--- src/rtl/sfx_audio_mux.sv ---
// -----------------------------------------------------------------------------
// sfx_audio_mux
//
// Final audio stage behind the background-music player. It passes the music
// square wave through to the speaker pin and overlays short sound-effect tones
// (coin, jump, crash) on top of it. It also applies mute and counts completed
// music passes. Once a crash effect has finished playing, all audio stays
// silent until reset (game over).
//
// Ports:
//   clk             in   1  system clock
//   rst             in   1  synchronous, active-high reset
//   music_speaker   in   1  square wave from the music player
//   music_finished  in   1  high while the player is past its last note
//   sfx_coin        in   1  one-cycle event pulse, priority 1
//   sfx_jump        in   1  one-cycle event pulse, priority 2
//   sfx_crash       in   1  one-cycle event pulse, priority 3
//   mute            in   1  level; forces the speaker low while high
//   speaker         out  1  registered speaker pin drive
//   sfx_active      out  2  current effect: 0 none, 1 coin, 2 jump, 3 crash
//   halted          out  1  high once the crash effect has completed
//   loop_count      out  8  completed music passes, wraps modulo 256
// -----------------------------------------------------------------------------
module sfx_audio_mux #(
  parameter int EFFECT_LEN_CYC = 2500000,
  parameter int HALF_PER_COIN  = 12500,
  parameter int HALF_PER_JUMP  = 25000,
  parameter int HALF_PER_CRASH = 50000,
  parameter int CNT_W          = 24
) (
  input  logic       clk,
  input  logic       rst,
  input  logic       music_speaker,
  input  logic       music_finished,
  input  logic       sfx_coin,
  input  logic       sfx_jump,
  input  logic       sfx_crash,
  input  logic       mute,
  output logic       speaker,
  output logic [1:0] sfx_active,
  output logic       halted,
  output logic [7:0] loop_count
);

  typedef enum logic [1:0] {
    ST_MUSIC = 2'd0,
    ST_SFX   = 2'd1,
    ST_HALT  = 2'd2
  } state_t;

  localparam logic [1:0] CODE_NONE  = 2'd0;
  localparam logic [1:0] CODE_COIN  = 2'd1;
  localparam logic [1:0] CODE_JUMP  = 2'd2;
  localparam logic [1:0] CODE_CRASH = 2'd3;

  // Counters count down to zero, so they are loaded with "length minus one".
  localparam logic [CNT_W-1:0] LEN_LAST        = CNT_W'(EFFECT_LEN_CYC - 1);
  localparam logic [CNT_W-1:0] HALF_COIN_LAST  = CNT_W'(HALF_PER_COIN - 1);
  localparam logic [CNT_W-1:0] HALF_JUMP_LAST  = CNT_W'(HALF_PER_JUMP - 1);
  localparam logic [CNT_W-1:0] HALF_CRASH_LAST = CNT_W'(HALF_PER_CRASH - 1);
  localparam logic [CNT_W-1:0] CNT_ONE         = CNT_W'(1);

  state_t           r_state;
  state_t           w_state_next;
  logic [1:0]       r_sfx_active;
  logic [1:0]       w_sfx_active_next;
  logic [CNT_W-1:0] r_len_cnt;
  logic [CNT_W-1:0] w_len_cnt_next;
  logic [CNT_W-1:0] r_half_cnt;
  logic [CNT_W-1:0] w_half_cnt_next;
  logic             r_tone;
  logic             w_tone_next;
  logic             r_speaker;
  logic             w_speaker_next;
  logic             r_fin_d;
  logic [7:0]       r_loop_count;

  logic [1:0]       w_req_code;
  logic             w_accept;
  logic             w_last_cycle;

  // Reload value of the half-period counter for a given effect code.
  function automatic logic [CNT_W-1:0] half_last(input logic [1:0] code);
    case (code)
      CODE_CRASH: half_last = HALF_CRASH_LAST;
      CODE_JUMP:  half_last = HALF_JUMP_LAST;
      default:    half_last = HALF_COIN_LAST;
    endcase
  endfunction

  // Highest-priority pulse wins; lower simultaneous pulses are simply dropped.
  always_comb begin
    w_req_code = CODE_NONE;
    if (sfx_crash)      w_req_code = CODE_CRASH;
    else if (sfx_jump)  w_req_code = CODE_JUMP;
    else if (sfx_coin)  w_req_code = CODE_COIN;
  end

  // While an effect plays only a strictly higher code may restart it, so a
  // repeated or lower event never extends the running effect.
  always_comb begin
    w_accept = 1'b0;
    case (r_state)
      ST_MUSIC: w_accept = (w_req_code != CODE_NONE);
      ST_SFX:   w_accept = (w_req_code > r_sfx_active);
      default:  w_accept = 1'b0;
    endcase
  end

  assign w_last_cycle = (r_len_cnt == '0);

  // State register
  always_ff @(posedge clk) begin
    if (rst) r_state <= ST_MUSIC;
    else     r_state <= w_state_next;
  end

  // Next-state logic. An accepted request on the last effect cycle wins over
  // the exit.
  always_comb begin
    w_state_next = r_state;
    case (r_state)
      ST_MUSIC: begin
        if (w_accept) w_state_next = ST_SFX;
      end
      ST_SFX: begin
        if (w_accept)          w_state_next = ST_SFX;
        else if (w_last_cycle) w_state_next = (r_sfx_active == CODE_CRASH) ? ST_HALT : ST_MUSIC;
      end
      ST_HALT:  w_state_next = ST_HALT;
      default:  w_state_next = ST_MUSIC;
    endcase
  end

  // Output / datapath logic
  always_comb begin
    w_speaker_next    = 1'b0;
    w_sfx_active_next = r_sfx_active;
    w_len_cnt_next    = r_len_cnt;
    w_half_cnt_next   = r_half_cnt;
    w_tone_next       = r_tone;
    case (r_state)
      ST_MUSIC: begin
        w_speaker_next = music_speaker & ~mute;
      end
      ST_SFX: begin
        w_speaker_next = r_tone & ~mute;
        if (r_half_cnt == '0) begin
          w_tone_next     = ~r_tone;
          w_half_cnt_next = half_last(r_sfx_active);
        end else begin
          w_half_cnt_next = r_half_cnt - CNT_ONE;
        end
        if (w_last_cycle) begin
          w_sfx_active_next = CODE_NONE;
        end else begin
          w_len_cnt_next = r_len_cnt - CNT_ONE;
        end
      end
      default: begin
        w_speaker_next    = 1'b0;
        w_sfx_active_next = CODE_NONE;
      end
    endcase
    // Entering or restarting an effect overrides the per-cycle update above.
    if (w_accept) begin
      w_sfx_active_next = w_req_code;
      w_len_cnt_next    = LEN_LAST;
      w_half_cnt_next   = half_last(w_req_code);
      w_tone_next       = 1'b1;
    end
  end

  // Datapath registers
  always_ff @(posedge clk) begin
    if (rst) begin
      r_sfx_active <= CODE_NONE;
      r_len_cnt    <= '0;
      r_half_cnt   <= '0;
      r_tone       <= 1'b0;
      r_speaker    <= 1'b0;
    end else begin
      r_sfx_active <= w_sfx_active_next;
      r_len_cnt    <= w_len_cnt_next;
      r_half_cnt   <= w_half_cnt_next;
      r_tone       <= w_tone_next;
      r_speaker    <= w_speaker_next;
    end
  end

  // Music pass counter: rising edge of music_finished, in every state.
  always_ff @(posedge clk) begin
    if (rst) begin
      r_fin_d      <= 1'b0;
      r_loop_count <= 8'd0;
    end else begin
      r_fin_d <= music_finished;
      if (music_finished && !r_fin_d) r_loop_count <= r_loop_count + 8'd1;
    end
  end

  assign speaker    = r_speaker;
  assign sfx_active = r_sfx_active;
  assign halted     = (r_state == ST_HALT);
  assign loop_count = r_loop_count;

endmodule

--- config.mk ---
export PLATFORM = sky130hd
export DESIGN_NAME = sfx_audio_mux
export DESIGN_NICKNAME = d
export VERILOG_FILES = /design/src/rtl/sfx_audio_mux.sv
export SDC_FILE = /design/constraint.sdc
export NUM_CORES = 1
export LEC_CHECK = 0
export ABC_AREA = 1
export CAP_MARGIN = 30
export CORE_ASPECT_RATIO = 0.6
export CORE_MARGIN = 2
export CORE_UTILIZATION = 38
export DETAILED_ROUTE_END_ITERATION = 6
export REMOVE_ABC_BUFFERS = 1
export SLEW_MARGIN = 0
export SYNTH_ARGS = -nofsm -noshare
export SYNTH_HDL_FRONTEND = slang
export SYNTH_SLANG_ARGS = --single-unit
--- constraint.sdc ---
create_clock -name clk -period 2.1 [get_ports clk]
set_clock_uncertainty 0.1 [all_clocks]
set_input_delay 0.21 -clock clk [delete_from_list [all_inputs] [get_ports clk]]
set_output_delay 0.21 -clock clk [all_outputs]
set_load 0.01 [all_outputs]
==> impl_metrics.toml <==
[route]
routedWlPerCell_um = 14.0
met1_length_um = 5790
drt_iter0_markers = 368
vias = 3839
met3WireLength_um = 1020
drtPass1Iterations = 5
top_layer_used = "met4"
wl_met2_um = 3780
final_antenna_net_count = 0
drc_errors = 0
via_per_inst = 5.01
routed_wl_um = 10800

[synthesis]
ys_ff_latch = 63
synth_top_area_share_pct = 32.5
synth_area_leaders = "dfxtp_1, nand2_1, nor2_1"
ys_seq_area_share_pct = 32.5
synth_area_sq_um = 3880
synth_cells = 584
syn_area_per_cell_sq_um = 6.65
synth_cell_types = 40
yosysTopAreaCell = "dfxtp_1"
ys_warn_count = 0

[critical_path]
rr_worst_depth = 10
max_stage_delay_ns = 0.58
rrSetupSlack_ns = 0.19
arrival_ns = 1.62
required_ns = 1.79
worstPathMaxFanout = 3
cpLargestDelayFamily = "buffers and inverters"
crit_type = "reg -> out"
worstPathCellList = "inv_2, nor2_1, clkdlybuf4s50_1"
worst_setup_path_start_kind = "flop"
r2r_end = "r_len_cnt[6]$_SDFFE_PP0P_"
endpoint_kind = "primary output"
worstReg2RegStart = "r_len_cnt[0]$_SDFFE_PP0P_"
cp_num_buf_inv = 2
cpMaxStageDelayCell = "clkdlybuf4s50_1"

[power_and_ir_drop]
p_leak_nw = 1.99
vdd_drop_max_mv = 0.427
power_density_nw_per_um2 = 796

[die]
die_area_sq_um = 11100
core_sq_um = 9880
dieHeight_um = 82.3
die_w_um = 134
io_pins = 20
rows = 28
initial_utilization_pct = 39.3

[global_route]
grt_max_degree = 20
antenna_found_initial = 0
overflow = 0
grt_pass1_vias = 3458
grt_usage_pct = 20.9
grt_pass1_wl_um = 17600

[clock_tree]
post_cts_resized = 0
ctsHtreeMaxLevel = 3
clkLatencyLatePin_ns = 0.33
numClockSinks = 63
cts-root-buf = "clkbuf_16"
cts.path.max_buffers = 2
cts_made_buffers = 9
cts_hold_buf = 0
clk_pin_slew_ns = 0.05
cts_setup_buffers = 0
cts_tree = "built"

[placement]
dp.final_hpwl_um = 8230
io_buffers = 19
place_congestion = 0.953

[timing]
setup_viol = 0
rsz0062_at_grt = "false"
slew_headroom_pct = 63.8
drv_slew = 0
max_freq_mhz = 518
min_period_ns = 1.93
period_share_pct = 91.9
finalSetupTns_ns = 0
finalHoldViolations = 0
tightest_slew_ns = 0.543

[final_layout]
drive_gt1_share_pct = 13.3
n_antenna_cell = 0
finalNetCount = 643
final_common_cell = "nand2_1"
post-route-util_pct = 47.3
syn_to_final_growth_pct = 20.4
layout_common_cells = "nand2_1, nor2_1, dfxtp_1"

[run]
maxCapViolCount = 0

[run_status]
outcome = "finished clean"

[hold_path]
worst_hold_path.endpoint = "r_fin_d$_SDFF_PP0_"
hold_depth = 3
holdCritPathClass = "in -> reg"
hp-start = "music_finished"
## metal layers
metal | track usage [%] | vias to the layer above
li1 | - | 1965
met1 | 32.2 | 1731
met2 | 26.4 | 129
met3 | 6.17 | 14
met4 | 7.79 | 0
met5 | 0 | -
## cells in the mapped netlist, drive strengths merged
| cell type | number |
|---|---|
| a21oi | 41 |
| nand3 | 45 |
| inv | 60 |
| nor3b | 1 |
| o21ai | 27 |
| nor3 | 15 |
| o31ai | 1 |
| a31oi | 1 |
| nand2 | 139 |
| and3 | 2 |
| or2 | 1 |
| a31o | 1 |
| and2 | 1 |
| nand4 | 13 |
| o21a | 2 |
| xor2 | 15 |
| dfxtp | 63 |
| nor4 | 1 |
| o21bai | 1 |
| ha | 7 |
| xnor2 | 12 |
| nand3b | 2 |
| buf | 6 |
| clkbuf | 6 |
| nor2 | 121 |
## sequential cells by signal (all words and copies together) (netlist names)
register	flops
loop_count	8
r_fin_d	1
r_half_cnt	24
r_len_cnt	24
r_state	2
r_tone	1
sfx_active	2
speaker	1
## through the flow
step / hold WS, ns / worst slack [ns] / cell area (sq um) / total power, mW / instances
2_1_floorplan: 0.179 / 0.154 / 3810 / 2.03 / 572
6_report: 0.348 / 0.170 / 4670 / 3.72 / 766
4_1_cts: 0.336 / 0.0919 / 4660 / 3.73 / 766
5_1_grt: 0.373 / 0.0156 / 4670 / 3.94 / 766
3_5_place_dp: 0.355 / -0.248 / 4400 / 2.37 / 752
3_3_place_gp: 0.352 / -0.238 / 4400 / 2.36 / 752
## where the power goes
group | leakage, nW | switching (mW) | internal, mW
Combinational | 1.34 | 0.609 | 0.371
Clock | 0.132 | 0.506 | 0.848
Sequential | 0.518 | 0.102 | 1.28
Total | 1.99 | 1.22 | 2.50
## cell families after synthesis
group | after synthesis | share of synthesized area (%)
simple gates | 341 | 41.3
compound gates | 74 | 10.0
buf+inv | 72 | 7.83
flops | 63 | 32.5
xor+xnor | 27 | 6.09
fa+ha+maj | 7 | 2.26
## tightest hold or removal path, stage by stage
cell             delay (ns)
clkdlybuf4s50_1        0.39
inv_1                  0.08
nor2_1                 0.05
## how the worst max path moves through the flow
stage / startpoint / endpoint / slack (ns) / cells after the start
2_1_floorplan: sfx_active[1]$_SDFFE_PP0P_ / r_half_cnt[23]$_SDFFE_PP0P_ / 0.15 / 13
3_3_place_gp: sfx_jump / r_half_cnt[2]$_SDFFE_PP0P_ / -0.24 / 13
3_5_place_dp: sfx_jump / r_half_cnt[23]$_SDFFE_PP0P_ / -0.25 / 15
4_1_cts: sfx_jump / r_half_cnt[8]$_SDFFE_PP0P_ / 0.09 / 13
5_1_grt: sfx_active[1]$_SDFFE_PP0P_ / r_half_cnt[14]$_SDFFE_PP0P_ / 0.02 / 11
6_report: r_state[1]$_SDFFE_PP0P_ / halted / 0.17 / 3
## area by class of cell
type | count | area [sq um]
fillers | 1028 | 5210
inverters | 60 | 230
multi-input cells | 449 | 2320
clock buffers | 13 | 260
repair buffers | 45 | 428
well taps | 135 | 169
clock inverters | 1 | 5.00
flip-flops and latches | 63 | 1260
(Power assumes the default switching activity.)
